--- src/rtl/cpu_step_ctrl.sv ---
// rtl/cpu_step_ctrl.sv - step/run execution control with button debounce (optional CPU_STEP_BREAKPOINT_EN)

module cpu_step_debounce #(
    parameter int DEBOUNCE_CYCLES = 500000
) (
    input  logic clk,
    input  logic rst,
    input  logic btn,
    output logic press
);
    localparam int CW = $clog2(DEBOUNCE_CYCLES);

    logic          sync1_q, sync1_d;
    logic          sync2_q, sync2_d;
    logic          level_q, level_d;
    logic          prev_q, prev_d;
    logic [CW-1:0] cnt_q, cnt_d;

    // Synchronize, then accept a new level only after a full run of disagreeing cycles
    always_comb begin
        sync1_d = btn;
        sync2_d = sync1_q;
        level_d = level_q;
        prev_d  = level_q;
        cnt_d   = '0;
        if (sync2_q != level_q) begin
            if (cnt_q == CW'(DEBOUNCE_CYCLES - 1)) begin
                level_d = sync2_q;
            end else begin
                cnt_d = cnt_q + CW'(1);
            end
        end
    end

    // Debounce state registers
    always_ff @(posedge clk or negedge rst) begin
        if (!rst) begin
            sync1_q <= 1'b0;
            sync2_q <= 1'b0;
            level_q <= 1'b0;
            prev_q  <= 1'b0;
            cnt_q   <= '0;
        end else begin
            sync1_q <= sync1_d;
            sync2_q <= sync2_d;
            level_q <= level_d;
            prev_q  <= prev_d;
            cnt_q   <= cnt_d;
        end
    end

    // Rising edge of the debounced level; releases give nothing
    assign press = level_q & ~prev_q;
endmodule

module cpu_step_ctrl #(
    parameter int DEBOUNCE_CYCLES = 500000,
    parameter int RUN_DIV         = 50000000,
    parameter int CNT_W           = 16
) (
    input  logic             clk,
    input  logic             rst,
    input  logic             btn_step,
    input  logic             btn_run,
    input  logic             program_finished,
`ifdef CPU_STEP_BREAKPOINT_EN
    input  logic [7:0]       pc,
    input  logic [7:0]       bp_addr,
    input  logic             bp_valid,
    output logic             bp_hit,
`endif
    output logic             step_pulse,
    output logic             running,
    output logic             halted,
    output logic [CNT_W-1:0] step_count
);
    localparam int DW = $clog2(RUN_DIV);

    typedef enum logic [1:0] {ST_STEP, ST_RUN, ST_HALT} state_t;

    state_t           state_q, state_d;
    logic [DW-1:0]    div_q, div_d;
    logic             pulse_q, pulse_d;
    logic [CNT_W-1:0] count_q, count_d;
    logic             bp_hit_q, bp_hit_d;
    logic             step_press, run_press;
    logic             bp_match;

    cpu_step_debounce #(.DEBOUNCE_CYCLES(DEBOUNCE_CYCLES)) u_db_step (
        .clk   (clk),
        .rst   (rst),
        .btn   (btn_step),
        .press (step_press)
    );

    cpu_step_debounce #(.DEBOUNCE_CYCLES(DEBOUNCE_CYCLES)) u_db_run (
        .clk   (clk),
        .rst   (rst),
        .btn   (btn_run),
        .press (run_press)
    );

`ifdef CPU_STEP_BREAKPOINT_EN
    assign bp_match = bp_valid && (pc == bp_addr);
    assign bp_hit   = bp_hit_q;
`else
    assign bp_match = 1'b0;
`endif

    // Next state: program_finished beats run press, which beats step press / divider pulse
    always_comb begin
        state_d  = state_q;
        div_d    = div_q;
        pulse_d  = 1'b0;
        bp_hit_d = bp_hit_q;
        count_d  = count_q;
        case (state_q)
            ST_STEP: begin
                if (program_finished) begin
                    state_d = ST_HALT;
                end else if (run_press) begin
                    state_d  = ST_RUN;
                    div_d    = '0;
                    bp_hit_d = 1'b0;
                end else if (step_press) begin
                    pulse_d  = 1'b1;
                    bp_hit_d = 1'b0;
                end
            end
            ST_RUN: begin
                if (program_finished) begin
                    state_d = ST_HALT;
                    div_d   = '0;
                end else if (run_press) begin
                    state_d  = ST_STEP;
                    div_d    = '0;
                    bp_hit_d = 1'b0;
                end else if (div_q == DW'(RUN_DIV - 1)) begin
                    div_d = '0;
                    if (bp_match) begin
                        state_d  = ST_STEP;
                        bp_hit_d = 1'b1;
                    end else begin
                        pulse_d = 1'b1;
                    end
                end else begin
                    div_d = div_q + DW'(1);
                end
            end
            ST_HALT: begin
                state_d = ST_HALT;
            end
            default: begin
                state_d = ST_STEP;
                div_d   = '0;
            end
        endcase
        // Count rises together with the pulse it records and saturates at all-ones
        if (pulse_d && (count_q != {CNT_W{1'b1}})) begin
            count_d = count_q + CNT_W'(1);
        end
    end

    // Control state registers; reset aborts any burst or divide in progress
    always_ff @(posedge clk or negedge rst) begin
        if (!rst) begin
            state_q  <= ST_STEP;
            div_q    <= '0;
            pulse_q  <= 1'b0;
            count_q  <= '0;
            bp_hit_q <= 1'b0;
        end else begin
            state_q  <= state_d;
            div_q    <= div_d;
            pulse_q  <= pulse_d;
            count_q  <= count_d;
            bp_hit_q <= bp_hit_d;
        end
    end

    assign step_pulse = pulse_q;
    assign running    = (state_q == ST_RUN);
    assign halted     = (state_q == ST_HALT);
    assign step_count = count_q;
endmodule

--- config.mk ---
export PLATFORM = sky130hd
export DESIGN_NAME = cpu_step_ctrl
export DESIGN_NICKNAME = d
export VERILOG_FILES = /design/src/rtl/cpu_step_ctrl.sv
export SDC_FILE = /design/constraint.sdc
export NUM_CORES = 1
export LEC_CHECK = 0
export ABC_AREA = 1
export CORE_UTILIZATION = 40
export CTS_CLUSTER_DIAMETER = 30
export DETAILED_ROUTE_END_ITERATION = 6
export GPL_TIMING_DRIVEN = 1
export HOLD_SLACK_MARGIN = 0.05
export PLACE_DENSITY = 0.68
export SLEW_MARGIN = 5
export SYNTH_ARGS = -nofsm -noshare
export SYNTH_HDL_FRONTEND = slang
export SYNTH_SLANG_ARGS = --single-unit
--- constraint.sdc ---
create_clock -name clk -period 2.4 [get_ports clk]
set_input_delay 0.36 -clock clk [delete_from_list [all_inputs] [get_ports clk]]
set_output_delay 0.36 -clock clk [all_outputs]
set_load 0.05 [all_outputs]
==> Word-level counts from Yosys, hierarchy flattened <==
Cells that the tools add are included.
{ "classes": {"addsub": 4, "n_mul": 0, "div_mod_pow": 0, "n_lt_le_gt_ge": 0, "n_eq_ne": 12, "n_shift": 0, "muxes": 22, "bitwise_logic": 5, "reduce_logical": 6} }
{ "ops": {"columns": ["op", "count"], "rows": [
  ["$mux W26", 5],
  ["$pmux W26 S3", 1],
  ["$mux W19", 4],
  ["$add A19 B1 Y19 const B", 2],
  ["$eq A19 B19 Y1 const B", 2],
  ["$add A26 B1 Y26 const B", 1],
  ["$eq A26 B26 Y1 const B", 1],
  ["$add A16 B1 Y16 const B", 1],
  ["$ne A16 B16 Y1 const B", 1],
  ["$mux W2", 4],
  ["$mux W1", 6],
  ["$pmux W2 S3", 1],
  ["$reduce_and A2 Y1", 3],
  ["$ne A2 B2 Y1 const B", 2],
  ["$ne A3 B2 Y1 const B", 1],
  ["$ne A3 B3 Y1 const B", 1],
  ["$not A1 Y1", 3],
  ["$reduce_and A3 Y1", 1],
  ["$and A1 B1 Y1", 2],
  ["$eq A2 B1 Y1 const B", 1],
  ["$eq A2 B2 Y1 const B", 1],
  ["$logic_not A2 Y1", 1],
  ["$ne A1 B1 Y1", 2],
  ["$pmux W1 S2", 1],
  ["$logic_and A1 B1 Y1", 1]
]} }
{ "totals": {"register_bits": 91, "latch_bits": 0, "ram_bits": 0, "romBits": 0, "word_cells": 63, "n_memories": 0} }

==> Logic depth before layout (Yosys ltp) <==
{ "depth": {"depth_word": 7, "ltp_mapped": 11, "ltp_nobuf": 10} }

==> Modules after synthesis <==
Synthesis repeated with hierarchy kept, for this count alone.
{ "unflattened": {"cells_unflattened": 727, "hier_area_um2": 5327.6} }
{ "modules_own_cells": {"columns": ["module", "n_inst", "cells_each", "area_each_um2"], "rows": [
  ["cpu_step_ctrl", 1, 427, 2895.3],
  ["cpu_step_debounce", 2, 150, 1216.2]
]} }

==> Worst setup path before layout <==
No wires, ideal clock.
{ "synth_timing": {"path_type": "reg2reg", "from": "register count_q[1], in the netlist step_count[1]", "to": "register count_q[2], in the netlist step_count[2]", "t_arrival_ps": 1724, "path_slack_ps": 558, "path_stages_with_launch": 8, "n_path_buf": 1, "cell_sequence": "dfrtp_1 ha_1 inv_1 nor3_4 nand3_4 buf_2 nand3_1 nand2_2"} }
{ "synth_via": {"elab_chain_len": 2, "word_cells_on_any_way": 3} }
{ "synth_lines": {"columns": ["element", "line_no", "source"], "rows": [
  ["start: declaration", "84", "logic [CNT_W-1:0] count_q, count_d;"],
  ["start signal: assignment", "176", "count_q <= count_d;"],
  ["parallel branches: the longest is 2 deep, another holds $add A16 B1 Y16", null, null]
]} }
Parallel ways; which one is timed is not known.
A chain may end at the register's enable or synchronous reset.

==> Worst setup path after layout <==
{ "layout_timing": {"from": "register state_q[1]", "to": "output running"} }
{ "layout_via": {"elab_chain_len": 1} }
{ "layout_lines": {"columns": ["element", "line_no", "source"], "rows": [
  ["start: declaration", "81", "state_t state_q, state_d;"],
  ["start signal: assignment", "173", "state_q <= state_d;"],
  ["$eq A2 B1 Y1", "182", "assign running = (state_q == ST_RUN);"],
  ["end: declaration", "73", "output logic running,"]
]} }
No other way between the ends.

==> metrics.txt <==
# TYPE chip_impl_metric gauge
chip_impl_metric{name="timing.final.crit_share",unit="%"} 93.7
chip_impl_metric{name="fp.dieW",unit="um"} 118
chip_impl_info{name="status",value="finished clean"} 1
chip_impl_info{name="whs_endpoint",value="u_db_step.sync2_q"} 1
chip_impl_metric{name="fin_worst_skew",unit="ns"} 0.00595
chip_impl_metric{name="total_leakage_power",unit="uW"} 0.00268
chip_impl_metric{name="synth-seq-area-share",unit="%"} 42.0
chip_impl_metric{name="footprint_of_the_multi_input_gates",unit="um2"} 2750
chip_impl_metric{name="drt-total-wl",unit="mm"} 11.8
chip_impl_metric{name="yosys.area_share.xor_xnor",unit="%"} 5.49
chip_impl_metric{name="htree_levels",unit=""} 3
chip_impl_metric{name="finish.cell_count_without_fillers",unit=""} 955
chip_impl_metric{name="power.density",unit="nW/um2"} 526
chip_impl_metric{name="fillCellCount",unit=""} 1341
chip_impl_metric{name="detailedPlacementHpwl",unit="mm"} 8.78
chip_impl_info{name="worstHoldStart",value="u_db_step.sync1_q"} 1
chip_impl_metric{name="fp.dieH",unit="um"} 118
chip_impl_metric{name="grt_max_degree",unit=""} 37
chip_impl_info{name="critical_path_class",value="flip-flop to output port"} 1
chip_impl_metric{name="numClockSinks",unit=""} 91
chip_impl_metric{name="antenna_found_initial",unit=""} 0
chip_impl_metric{name="worst_hold_path.num_cells",unit=""} 0
chip_impl_metric{name="floorplan.core_area",unit="um2"} 13200
chip_impl_metric{name="timing.final.crit_period",unit="ns"} 2.25
chip_impl_metric{name="count_of_maximum_capacitance_violations",unit=""} 0
chip_impl_metric{name="route.vias.total",unit=""} 4739
chip_impl_metric{name="grt.total_usage",unit="%"} 18.4
chip_impl_info{name="cts_tree",value="done"} 1
chip_impl_metric{name="area.sequential",unit="um2"} 2280
chip_impl_metric{name="netlist_instances",unit=""} 745
chip_impl_metric{name="first_iter_violations",unit=""} 285
chip_impl_metric{name="drcViolationCount",unit=""} 0
chip_impl_metric{name="initial_core_utilization",unit="%"} 41.0
chip_impl_info{name="critPathCaptureType",value="output port"} 1
chip_impl_metric{name="synth_compound_gate_area_share",unit="%"} 3.37
chip_impl_metric{name="clock_latency",unit="ns"} 0.35
chip_impl_metric{name="hold_viol",unit=""} 0
chip_impl_metric{name="synth_fa_ha_area_share",unit="%"} 0.922
chip_impl_info{name="setup.worst_path.start_class",value="flip-flop"} 1
chip_impl_metric{name="critical_path_required",unit="ns"} 2.04
chip_impl_metric{name="synth.cell_area",unit="um2"} 5430
chip_impl_metric{name="dieArea",unit="um2"} 14000
chip_impl_info{name="rsz0062_at_grt",value="false"} 1
chip_impl_metric{name="worst_ep_arrival_time",unit="ns"} 1.89
chip_impl_info{name="reg2reg_to",value="step_count[11]"} 1
chip_impl_metric{name="post_synth_and_or_nand_nor_area_fraction",unit="%"} 40.9
chip_impl_metric{name="final_nets",unit=""} 784
chip_impl_metric{name="postLayoutCoreUtil",unit="%"} 46.5
chip_impl_metric{name="first_global_vias",unit=""} 4555
chip_impl_metric{name="boundaryPins",unit=""} 24
chip_impl_metric{name="synth_warnings",unit=""} 0
chip_impl_metric{name="reg2reg_setup_slack",unit="ns"} 0.54
chip_impl_info{name="largest_family_of_logic_cells_by_synthesized_area",value="simple AND/OR/NAND/NOR gates"} 1
chip_impl_metric{name="flop_and_latch_count_out_of_synthesis",unit=""} 91
chip_impl_metric{name="grt_pass1_wl",unit="mm"} 20.9
chip_impl_metric{name="p_total",unit="uW"} 3240
chip_impl_metric{name="vdd_ir_drop_max",unit="mV"} 0.394
chip_impl_metric{name="area_growth_syn_to_layout",unit="%"} 13.5
chip_impl_info{name="final_common_cell",value="sky130_fd_sc_hd__nand2_1"} 1
chip_impl_metric{name="synthesized_area_divided_by_synthesized_cell_count",unit="um2"} 7.29
chip_impl_metric{name="clk_pin_slew_worst_paths",unit="ns"} 0.06
chip_impl_metric{name="clock.fmax",unit="GHz"} 0.445
chip_impl_metric{name="worst_path_maximum_fanout",unit=""} 3
chip_impl_metric{name="buffers_added_on_ports",unit=""} 23
chip_impl_metric{name="worst_pin_slew",unit="ns"} 0.511
chip_impl_metric{name="report.final.setup_viol",unit=""} 0
chip_impl_metric{name="rr_worst_depth",unit=""} 10
chip_impl_metric{name="slew_violations",unit=""} 0
chip_impl_metric{name="clock_buffer_count_from_cts",unit=""} 9
chip_impl_metric{name="synthMuxAreaShare",unit="%"} 0
chip_impl_metric{name="placement_rows",unit=""} 42
chip_impl_metric{name="antenna-diode-count",unit=""} 0
chip_impl_metric{name="routed_wire_length_per_instance",unit="um"} 12.4
chip_impl_metric{name="globalplace.congestion",unit=""} 0.947
chip_impl_info{name="cts-root-buf",value="sky130_fd_sc_hd__clkbuf_16"} 1
chip_impl_metric{name="route.antenna.remaining_nets",unit=""} 0
chip_impl_info{name="min-delay-path-class",value="flip-flop to flip-flop"} 1
chip_impl_metric{name="synth.distinct_cells",unit=""} 32
chip_impl_metric{name="overflow",unit=""} 0
chip_impl_metric{name="setup_tns",unit="ns"} 0
chip_impl_info{name="worstReg2RegStart",value="div_q[1]"} 1
chip_impl_metric{name="dp.cells",unit=""} 939
chip_impl_metric{name="syn_nets",unit=""} 754
chip_impl_metric{name="cts.path.max_buffers",unit=""} 2
chip_impl_metric{name="share_of_layout_cells_above_drive_strength_1",unit="%"} 8.60
chip_impl_metric{name="drt_pass1_iterations",unit=""} 7
chip_impl_info{name="final_cell_mix",value="sky130_fd_sc_hd__nand2_1 (172), sky130_fd_sc_hd__nor2_1 (138), sky130_fd_sc_hd__dfrtp_1 (91)"} 1
chip_impl_metric{name="timing.slew.headroom",unit="%"} 65.8
chip_impl_metric{name="avgViaCountPerCell",unit=""} 4.96
[sequential cells by signal, summed over array words and instances, names as in the netlist]
signal	flops
u_db_run.sync2_q	1
u_db_run.level_q	1
state_q	2
u_db_step.prev_q	1
u_db_step.level_q	1
u_db_step.sync1_q	1
step_count	16
div_q	26
u_db_step.sync2_q	1
u_db_step.cnt_q	19
step_pulse	1
u_db_run.sync1_q	1
u_db_run.cnt_q	19
u_db_run.prev_q	1
[routing by layer]
layer | wire length, um | share of wire [%] | GRT usage (%)
met1 | 5810 | 49 | 24.8
met5 | 0 | 0 | 0
met2 | 5390 | 46 | 30.0
met4 | 178 | 1.5 | 6.09
met3 | 423 | 3.6 | 3.33
[cells in the mapped netlist]
master | instances | area [um2]
sky130_fd_sc_hd__a21o_1 | 3 | 22.5
sky130_fd_sc_hd__a21oi_1 | 16 | 80.1
sky130_fd_sc_hd__buf_12 | 1 | 20.0
sky130_fd_sc_hd__buf_2 | 5 | 25.0
sky130_fd_sc_hd__buf_4 | 1 | 7.51
sky130_fd_sc_hd__clkbuf_1 | 2 | 7.51
sky130_fd_sc_hd__dfrtp_1 | 91 | 2280
sky130_fd_sc_hd__ha_1 | 4 | 50.1
sky130_fd_sc_hd__inv_1 | 86 | 323
sky130_fd_sc_hd__inv_2 | 4 | 15.0
sky130_fd_sc_hd__nand2_1 | 172 | 646
sky130_fd_sc_hd__nand2_2 | 25 | 156
sky130_fd_sc_hd__nand2_4 | 2 | 22.5
sky130_fd_sc_hd__nand3_1 | 66 | 330
sky130_fd_sc_hd__nand3_2 | 1 | 10.0
sky130_fd_sc_hd__nand3_4 | 1 | 17.5
sky130_fd_sc_hd__nand3b_1 | 4 | 30.0
sky130_fd_sc_hd__nand4_1 | 30 | 188
sky130_fd_sc_hd__nand4_2 | 1 | 12.5
sky130_fd_sc_hd__nor2_1 | 138 | 518
sky130_fd_sc_hd__nor2_2 | 6 | 37.5
sky130_fd_sc_hd__nor2_4 | 3 | 33.8
sky130_fd_sc_hd__nor3_1 | 26 | 130
sky130_fd_sc_hd__nor3_2 | 2 | 20.0
sky130_fd_sc_hd__nor3_4 | 3 | 48.8
sky130_fd_sc_hd__nor3b_1 | 2 | 15.0
sky130_fd_sc_hd__nor4_1 | 1 | 6.26
sky130_fd_sc_hd__o21ai_0 | 8 | 40.0
sky130_fd_sc_hd__o21ai_1 | 5 | 25.0
sky130_fd_sc_hd__o21bai_1 | 2 | 15.0
sky130_fd_sc_hd__xnor2_1 | 6 | 52.6
sky130_fd_sc_hd__xor2_1 | 28 | 245
[layout make-up]
cell class                      count  area share, %
Multi-Input combinational cell    555           44.7
Clock inverter                      4          0.832
Timing Repair Buffer               28           4.55
Tap cell                          176           3.57
Sequential cell                    91           37.0
Inverter                           90           5.48
Clock buffer                       11           3.94
[kinds of logic after synthesis]
group | count (synthesis)
fa+ha+maj | 4
flops | 91
xor+xnor | 34
simple gates | 483
buf+inv | 99
compound gates | 34
[metrics by stage]
| step | setup WS, ns | instance area (um2) | hold WS [ns] |
|---|---|---|---|
| final | 0.150 | 6160 | 0.348 |
| after global routing | 0.0610 | 6160 | 0.357 |
| after CTS | 0.127 | 6160 | 0.349 |
| after detailed placement | 0.267 | 5860 | 0.335 |
| after global placement | 0.360 | 5860 | 0.333 |
| after floorplan | 0.558 | 5430 | 0.0644 |
[timing repair]
action                                 CTS  global route
endpoints found under the hold margin   33             0
setup buffers                            0             0
resized for setup                        0             0
hold buffers                             1             0
[worst max-delay path, cell delays in order, from the launching register on]
cell	delay, ns
sky130_fd_sc_hd__dfrtp_1	0.40
sky130_fd_sc_hd__inv_2	0.07
sky130_fd_sc_hd__nand2_1	0.11
sky130_fd_sc_hd__inv_1	0.15
sky130_fd_sc_hd__clkdlybuf4s50_1	0.82
[power breakdown]
group	internal [uW]	leakage [uW]	total, uW	switching (uW)
Sequential	1570	0.00125	1600	30.9
Combinational	66.3	0.00129	223	156
Clock	830	0.000142	1420	591
Total	2470	0.00268	3240	778
[worst max path at each step]
stage / startpoint / end / slack (ns) / depth (start not counted)
final: state_q[1] / running / 0.15 / 4
after global placement: program_finished / div_q[11] / 0.36 / 7
after global routing: state_q[1] / running / 0.06 / 4
after CTS: state_q[1] / running / 0.13 / 4
after detailed placement: program_finished / div_q[17] / 0.27 / 8
after floorplan: step_count[1] / step_count[2] / 0.56 / 7
No activity file was read; power rests on OpenSTA's default activity.
